## src/rtl/pe_pkg.sv

```systemverilog
// Shared types and saturation-limit helpers for the vector dot-product PE.
package pe_pkg;

    typedef enum logic [1:0] {
        IDLE    = 2'd0,
        COMPUTE = 2'd1,
        HOLD    = 2'd2
    } pe_state_e;

    // Widest accumulator the limit helpers can describe.
    localparam int unsigned SAT_LIMIT_W = 128;

    // Largest signed value of a w-bit accumulator, zero-extended to SAT_LIMIT_W.
    function automatic logic [SAT_LIMIT_W-1:0] sat_max(input int unsigned w);
        sat_max = {SAT_LIMIT_W{1'b1}} >> (SAT_LIMIT_W - w + 1);
    endfunction

    // Smallest signed value of a w-bit accumulator; truncate to w bits before use.
    function automatic logic [SAT_LIMIT_W-1:0] sat_min(input int unsigned w);
        sat_min = ~sat_max(w);
    endfunction

endpackage

```

## src/rtl/pe_vec_if.sv

```systemverilog
// Load / start / column-beat / result handshake bundle of the vector PE.
interface pe_vec_if #(
    parameter int unsigned P           = 8,
    parameter int unsigned LANES       = 2,
    parameter int unsigned DATA_WIDTH  = 16,
    parameter int unsigned ACCUM_WIDTH = 2 * DATA_WIDTH
);
    logic                                  load_row;
    logic [P-1:0][DATA_WIDTH-1:0]          row;
    logic                                  start;
    logic                                  start_ready;
    logic                                  col_valid;
    logic [LANES-1:0][DATA_WIDTH-1:0]      col_entry;
    logic                                  col_ready;
    logic                                  out_valid;
    logic                                  out_ready;
    logic signed [ACCUM_WIDTH-1:0]         total;
    logic                                  err;

    modport master (
        output load_row, row, start, col_valid, col_entry, out_ready,
        input  start_ready, col_ready, out_valid, total, err
    );

    modport slave (
        input  load_row, row, start, col_valid, col_entry, out_ready,
        output start_ready, col_ready, out_valid, total, err
    );
endinterface

```

## src/rtl/pe_vec_lane_mac.sv

```systemverilog
// LANES-wide multiply, lane-sum tree and overflow-checked accumulate step.
module lane_mac
    import pe_pkg::*;
#(
    parameter int unsigned LANES       = 2,
    parameter int unsigned DATA_WIDTH  = 16,
    parameter int unsigned ACCUM_WIDTH = 2 * DATA_WIDTH,
    parameter bit          SATURATE    = 1'b0
) (
    input  logic signed [ACCUM_WIDTH-1:0]      acc,
    input  logic [LANES-1:0][DATA_WIDTH-1:0]   a,
    input  logic [LANES-1:0][DATA_WIDTH-1:0]   b,
    output logic signed [ACCUM_WIDTH-1:0]      acc_next_c,
    output logic                               ovf_c
);
    localparam int unsigned PROD_W = 2 * DATA_WIDTH;
    localparam int unsigned SUM_W  = ACCUM_WIDTH + 1;
    localparam logic signed [ACCUM_WIDTH-1:0] ACC_MAX = ACCUM_WIDTH'(sat_max(ACCUM_WIDTH));
    localparam logic signed [ACCUM_WIDTH-1:0] ACC_MIN = ACCUM_WIDTH'(sat_min(ACCUM_WIDTH));

    logic signed [PROD_W-1:0] prod [LANES];
    logic signed [SUM_W-1:0]  lane_sum;
    logic signed [SUM_W-1:0]  wide;

    always_comb begin
        lane_sum = '0;
        for (int l = 0; l < int'(LANES); l++) begin
            prod[l]  = $signed(a[l]) * $signed(b[l]);
            lane_sum = lane_sum + SUM_W'(prod[l]);
        end
        wide = SUM_W'(acc) + lane_sum;
    end

    // One guard bit above the accumulator: disagreement with the MSB means overflow.
    always_comb begin
        ovf_c      = wide[SUM_W-1] != wide[SUM_W-2];
        acc_next_c = wide[ACCUM_WIDTH-1:0];
        if (SATURATE && ovf_c) begin
            acc_next_c = wide[SUM_W-1] ? ACC_MIN : ACC_MAX;
        end
    end

endmodule

```

## src/rtl/pe_vec.sv

```systemverilog
// Vector dot-product PE: row buffer, beat counter and IDLE/COMPUTE/HOLD control.
module pe_vec
    import pe_pkg::*;
#(
    parameter int unsigned P           = 8,
    parameter int unsigned LANES       = 2,
    parameter int unsigned DATA_WIDTH  = 16,
    parameter int unsigned ACCUM_WIDTH = 2 * DATA_WIDTH,
    parameter bit          SATURATE    = 1'b0
) (
    input  logic       clk,
    input  logic       rst,
    pe_vec_if.slave    bus
);
    localparam int unsigned K_W = (P > 1) ? $clog2(P) : 1;
    localparam logic [K_W-1:0] K_LAST = K_W'(P - LANES);
    localparam logic [K_W-1:0] K_STEP = K_W'(LANES);

    pe_state_e                          state;
    logic [K_W-1:0]                     k;
    logic signed [ACCUM_WIDTH-1:0]      acc;
    logic                               err_q;
    logic [P-1:0][DATA_WIDTH-1:0]       row_buf;
    logic                               start_ready_q;
    logic                               col_ready_q;
    logic                               out_valid_q;

    logic [LANES-1:0][DATA_WIDTH-1:0]   row_slice;
    logic signed [ACCUM_WIDTH-1:0]      acc_next_c;
    logic                               ovf_c;

    // Row elements feeding the current beat.
    always_comb begin
        row_slice = '0;
        for (int l = 0; l < int'(LANES); l++) begin
            row_slice[l] = row_buf[k + K_W'(l)];
        end
    end

    lane_mac #(
        .LANES       (LANES),
        .DATA_WIDTH  (DATA_WIDTH),
        .ACCUM_WIDTH (ACCUM_WIDTH),
        .SATURATE    (SATURATE)
    ) u_lane_mac (
        .acc        (acc),
        .a          (row_slice),
        .b          (bus.col_entry),
        .acc_next_c (acc_next_c),
        .ovf_c      (ovf_c)
    );

    // Control FSM; handshake flags are registered alongside the state.
    always_ff @(posedge clk) begin
        if (rst) begin
            state         <= IDLE;
            k             <= '0;
            acc           <= '0;
            err_q         <= 1'b0;
            row_buf       <= '0;
            start_ready_q <= 1'b1;
            col_ready_q   <= 1'b0;
            out_valid_q   <= 1'b0;
        end else begin
            case (state)
                IDLE: begin
                    if (bus.load_row) begin
                        row_buf <= bus.row;
                    end
                    if (bus.start) begin
                        state         <= COMPUTE;
                        k             <= '0;
                        acc           <= '0;
                        err_q         <= 1'b0;
                        start_ready_q <= 1'b0;
                        col_ready_q   <= 1'b1;
                    end
                end
                COMPUTE: begin
                    if (bus.col_valid) begin
                        acc   <= acc_next_c;
                        err_q <= err_q | ovf_c;
                        if (k == K_LAST) begin
                            state       <= HOLD;
                            col_ready_q <= 1'b0;
                            out_valid_q <= 1'b1;
                        end else begin
                            k <= k + K_STEP;
                        end
                    end
                end
                HOLD: begin
                    if (bus.out_ready) begin
                        state         <= IDLE;
                        out_valid_q   <= 1'b0;
                        start_ready_q <= 1'b1;
                    end
                end
                default: begin
                    state         <= IDLE;
                    start_ready_q <= 1'b1;
                    col_ready_q   <= 1'b0;
                    out_valid_q   <= 1'b0;
                end
            endcase
        end
    end

    assign bus.start_ready = start_ready_q;
    assign bus.col_ready   = col_ready_q;
    assign bus.out_valid   = out_valid_q;
    assign bus.total       = acc;
    assign bus.err         = err_q;

endmodule
```

## src/flat_wrapper.sv

```systemverilog
// flat-port wrapper written by rule: the top's interface ports become plain ports
module pe_vec_flat import pe_pkg::*;
#(
    parameter int unsigned P           = 8,
    parameter int unsigned LANES       = 2,
    parameter int unsigned DATA_WIDTH  = 16,
    parameter int unsigned ACCUM_WIDTH = 2 * DATA_WIDTH,
    parameter bit          SATURATE    = 1'b0
)
  (clk, rst, bus_load_row, bus_row, bus_start, bus_col_valid, bus_col_entry, bus_out_ready, bus_start_ready, bus_col_ready, bus_out_valid, bus_total, bus_err);
  pe_vec_if #(.P(P), .LANES(LANES), .DATA_WIDTH(DATA_WIDTH), .ACCUM_WIDTH(ACCUM_WIDTH)) bus_i ();
  input  logic clk;
  input  logic rst;
  input wire logic [$bits(bus_i.load_row)-1:0] bus_load_row;
  input wire logic [$bits(bus_i.row)-1:0] bus_row;
  input wire logic [$bits(bus_i.start)-1:0] bus_start;
  input wire logic [$bits(bus_i.col_valid)-1:0] bus_col_valid;
  input wire logic [$bits(bus_i.col_entry)-1:0] bus_col_entry;
  input wire logic [$bits(bus_i.out_ready)-1:0] bus_out_ready;
  output wire logic [$bits(bus_i.start_ready)-1:0] bus_start_ready;
  output wire logic [$bits(bus_i.col_ready)-1:0] bus_col_ready;
  output wire logic [$bits(bus_i.out_valid)-1:0] bus_out_valid;
  output wire logic [$bits(bus_i.total)-1:0] bus_total;
  output wire logic [$bits(bus_i.err)-1:0] bus_err;
  assign bus_i.load_row = bus_load_row;
  assign bus_i.row = bus_row;
  assign bus_i.start = bus_start;
  assign bus_i.col_valid = bus_col_valid;
  assign bus_i.col_entry = bus_col_entry;
  assign bus_i.out_ready = bus_out_ready;
  assign bus_start_ready = bus_i.start_ready;
  assign bus_col_ready = bus_i.col_ready;
  assign bus_out_valid = bus_i.out_valid;
  assign bus_total = bus_i.total;
  assign bus_err = bus_i.err;
  pe_vec #(.P(P), .LANES(LANES), .DATA_WIDTH(DATA_WIDTH), .ACCUM_WIDTH(ACCUM_WIDTH), .SATURATE(SATURATE)) u_core (.clk(clk), .rst(rst), .bus(bus_i));
endmodule
```

## config.mk

```make
export PLATFORM = sky130hd
export DESIGN_NAME = pe_vec_flat
export DESIGN_NICKNAME = d
export VERILOG_FILES = /design/src/rtl/pe_pkg.sv /design/src/rtl/pe_vec_if.sv /design/src/rtl/pe_vec_lane_mac.sv /design/src/rtl/pe_vec.sv /design/src/flat_wrapper.sv
export SDC_FILE = /design/constraint.sdc
export NUM_CORES = 2
export LEC_CHECK = 0
export CORE_ASPECT_RATIO = 2
export CORE_MARGIN = 2
export CORE_UTILIZATION = 25
export DETAILED_ROUTE_END_ITERATION = 8
export GPL_TIMING_DRIVEN = 0
export PLACE_DENSITY = 0.45
export SETUP_SLACK_MARGIN = 0.3
export SLEW_MARGIN = 10
export SYNTH_ARGS = -nofsm -noshare
export SYNTH_HDL_FRONTEND = slang
export SYNTH_SLANG_ARGS = --single-unit
```

## constraint.sdc

```tcl
create_clock -name clk -period 9.96 [get_ports clk]
set_input_delay 1.992 -clock clk [delete_from_list [all_inputs] [get_ports clk]]
set_output_delay 1.992 -clock clk [all_outputs]
set_load 0.01 [all_outputs]
```

==> results.cfg <==
[placed_design]
dp_slack_ps = -1590
port_buffers = 201
post-dp-hpwl_um = 88900
final_gp_congestion = 0.866

[global_route]
gr-total-overflow = 0
grt_start_max_net_pins = 18
grt_usage_pct = 17.8
grt_antenna_before_repair = 4
number_of_global_route_vias_before_repair = 23600
global_route_wire_length_before_repair_um = 147000

[worst_setup_path]
crit_fanout = 10
crit_path_cell_trace = clkdlybuf4s50_1 > clkbuf_2 > and2_1 > fa_1 > fa_1 > fa_1 > fa_1 > fa_1 > fa_1 > fa_1 > inv_1 > fa_1 > inv_1 > ha_1 > and3_1 > nand3_1 > nor3_2 > o211ai_1 > buf_4 > a21oi_1 > o21a_1 > o21ai_2 > a2111o_1 > nand3_1
worst_path_max_delay_cell = sky130_fd_sc_hd__clkdlybuf4s50_1
crit_path_end_kind = register
critical_path_arrival_ps = 9900
path_buf_inv = 5
worst-setup-path-type = in2reg
critPathLaunchType = input port
timing.critical_path.slowest_cell_delay_ps = 620
path_common_cell = sky130_fd_sc_hd__fa_1
cp_data_required_time_ps = 10390
critical_path_s_top_delay_family = adder cells

[power_and_ir_drop]
sw_frac_of_total_pct = 54.3
power_frac_clock_pct = 6.0
seqPwrFrac_pct = 6.1
power_frac_comb_pct = 87.9
power_per_cell_area_nw_per_um2 = 390
max-vdd-ir-drop_uv = 406
internal_power_mw = 5.74
p_sw_mw = 6.83
cellLeakagePower_nw = 15.2

[sta]
worst_slew_pin_tran_ps = 992
holdWs_ps = 451
max_freq_mhz = 106
finalWorstPathRequiredPeriod_ps = 9470
fin_ws_ps = 487
normalized_max_slew_margin_pct = 33.9
finalSetupViolCount = 0
grt_setup_unrepaired = false
slew_viol_final = 0
finalHoldViolations = 0
clock_skew_ps = 20.0
final.period_utilization_pct = 95.1
tns_ps = 0

[floorplan]
die_y_um = 474
die-width_um = 239
num_rows = 172
initial_core_util_pct = 25.2
dieArea_sq_um = 113000
pin_count = 202
total_core_area_sq_um = 110000

[clock_network]
cts.hold.buffers_added = 0
cts.reportedPaths.clkPinSlew_ps = 50
cts.sinks = 168
tritoncts = yes
cts_root_buf = sky130_fd_sc_hd__clkbuf_16
htree_levels = 4
clock_insertion_delay_worst_skew_ps = 500
cts.path.max_buffers = 3
cts-buffers-inserted = 25

[final_layout]
nets = 4147
fillerInstances = 11800
drive_above_1_share_pct = 5.35
area_growth_from_synthesis_to_layout_pct = 16.7
final_core_utilization_pct = 29.4

[synthesis]
yosysSeqAreaShare_pct = 12.2
netlist_instances = 2971
synth_async_sr_flop_share_pct = 0
synth-main-ff-cell = sky130_fd_sc_hd__dfxtp_1
synth_top_area_share_pct = 46.2
mappedNetlistArea_sq_um = 27600
ys_warn_count = 0
synth.lib_cells_used.distinct = 63
synth_edf_count = 0
synthesis.area_per_instance_sq_um = 9.30
synth.most_common_cell = sky130_fd_sc_hd__inv_1
flip_flop_and_latch_count_after_synthesis = 168
netlist_top_cells_count = sky130_fd_sc_hd__inv_1 (689), sky130_fd_sc_hd__fa_1 (637), sky130_fd_sc_hd__nand2_1 (536)
mappedNetlistNets = 3911
yosysTopAreaCell = sky130_fd_sc_hd__fa_1
post_synth_main_area_contributors = sky130_fd_sc_hd__fa_1 (46%), sky130_fd_sc_hd__dfxtp_1 (12%), sky130_fd_sc_hd__inv_1 (9.4%), sky130_fd_sc_hd__nand2_1 (7.3%), sky130_fd_sc_hd__ha_1 (6.2%)

[status]
status = finished clean

[flow_run]
max_cap_viol_count = 0

[routing]
drc = 0
totalWireLength_um = 96600
final_antenna_net_count = 0
drtPass1Iterations = 5
num_vias = 20200
avgViaCountPerCell = 4.39
drtIter0Drc = 731
routedWlPerCell_um = 21.0

[min_path]
holdCritPathClass = reg2reg
## tightest hold or removal path: cells and delay by family (launching register included)
family,cells,cell delay [ps]
flops,1,300
simple gates,1,50
compound gates,1,50
## cell type report
type	count	area, sq um	share of cell area (%)
inverter	689	2600	8.06
multi-input combinational	1986	21200	65.8
clock buffer	28	647	2.01
tap	1392	1740	5.41
timing repair buffer	209	2020	6.28
antenna	3	7.51	0.0233
sequential	168	3360	10.4
buffer	128	619	1.92
clock inverter	4	22.5	0.0699
## flip-flops by register name (all words and copies together) (netlist names)
| name | count |
|---|---|
| u_core.bus.start_ready | 1 |
| u_core.bus.out_valid | 1 |
| u_core.bus.col_ready | 1 |
| u_core.bus.total | 32 |
| u_core.bus.err | 1 |
| u_core.row_buf | 128 |
| u_core.state | 2 |
| u_core.k | 2 |
## power by group through the flow
stage	clock network, mW	registers, mW	logic [mW]
2_1_floorplan	0	0.778	7.76
3_3_place_gp	0	0.784	11.0
3_5_place_dp	0	0.785	10.9
4_1_cts	0.773	0.770	11.2
5_1_grt	0.798	0.775	12.4
6_report	0.751	0.769	11.0
## layout by cell type, fill, tap and decap left out, types with 8 or more instances in the layout
| cell | n |
|---|---|
| sky130_fd_sc_hd__inv_1 | 686 |
| sky130_fd_sc_hd__fa_1 | 635 |
| sky130_fd_sc_hd__nand2_1 | 534 |
| sky130_fd_sc_hd__and2_1 | 226 |
| sky130_fd_sc_hd__clkdlybuf4s50_1 | 172 |
| sky130_fd_sc_hd__dfxtp_1 | 168 |
| sky130_fd_sc_hd__a21oi_1 | 157 |
| sky130_fd_sc_hd__ha_1 | 137 |
| sky130_fd_sc_hd__clkbuf_1 | 66 |
| sky130_fd_sc_hd__nor2_1 | 53 |
| sky130_fd_sc_hd__clkbuf_2 | 51 |
| sky130_fd_sc_hd__mux4_2 | 32 |
| sky130_fd_sc_hd__xnor2_1 | 30 |
| sky130_fd_sc_hd__clkbuf_16 | 25 |
| sky130_fd_sc_hd__nor2b_1 | 18 |
| sky130_fd_sc_hd__a21o_1 | 18 |
| sky130_fd_sc_hd__o21ai_0 | 17 |
| sky130_fd_sc_hd__a22oi_1 | 17 |
| sky130_fd_sc_hd__nand2b_1 | 13 |
| sky130_fd_sc_hd__buf_4 | 12 |
| sky130_fd_sc_hd__xor2_1 | 10 |
| sky130_fd_sc_hd__clkbuf_4 | 8 |
| sky130_fd_sc_hd__o21a_1 | 8 |
## through the flow
step                      power (mW)  cell area, sq um  std cells
final                           12.6             32200       4607
after global routing            14.0             32200       4604
after CTS                       12.7             32200       4604
after detailed placement        11.7             31400       4564
after global placement          11.8             31400       4564
after floorplan                 8.54             27600       2971
## logic make-up after synthesis
group | after synthesis | share of synthesized area, %
AOI/OAI and AO/OA | 252 | 5.47
xor gates and xnor gates | 42 | 1.36
adders and majority gates | 774 | 52.4
buffers and inverters | 817 | 11.2
DFF | 168 | 12.2
muxes | 33 | 2.65
and+or+nand+nor | 885 | 14.7
## final timing paths
| kind | depth (start not counted) | slack, ps | from | end |
|---|---|---|---|---|
| hold reg to reg | 2 | 450 | u_core.row_buf[16]$_SDFFE_PP0P_ | u_core.row_buf[16]$_SDFFE_PP0P_ |
| setup reg to reg | 28 | 590 | u_core.k[1]$_SDFFE_PP0P_ | u_core.bus.total[23]$_SDFFE_PP0P_ |
| hold / removal | 2 | 450 | u_core.row_buf[16]$_SDFFE_PP0P_ | u_core.row_buf[16]$_SDFFE_PP0P_ |
| setup / recovery | 24 | 490 | bus_col_entry[29] | u_core.bus.total[29]$_SDFFE_PP0P_ |
## what timing repair did
| action | in CTS | in global routing |
|---|---|---|
| gates resized for setup | 97 | 52 |
| pin swaps | 2 | 0 |
| endpoints found under the hold margin | 0 | 0 |
| buffers inserted | 8 | 0 |
| endpoints found under the setup margin | 15 | 6 |
## per-layer routing
metal	vias up	global-route usage [%]	routed length (um)
li1	9200	-	-
met1	10400	16.2	30600
met2	429	37.5	57400
met3	189	1.45	2310
met4	0	9.68	6270
met5	-	0	0
Note: power is estimated with default switching activity, not from simulation.
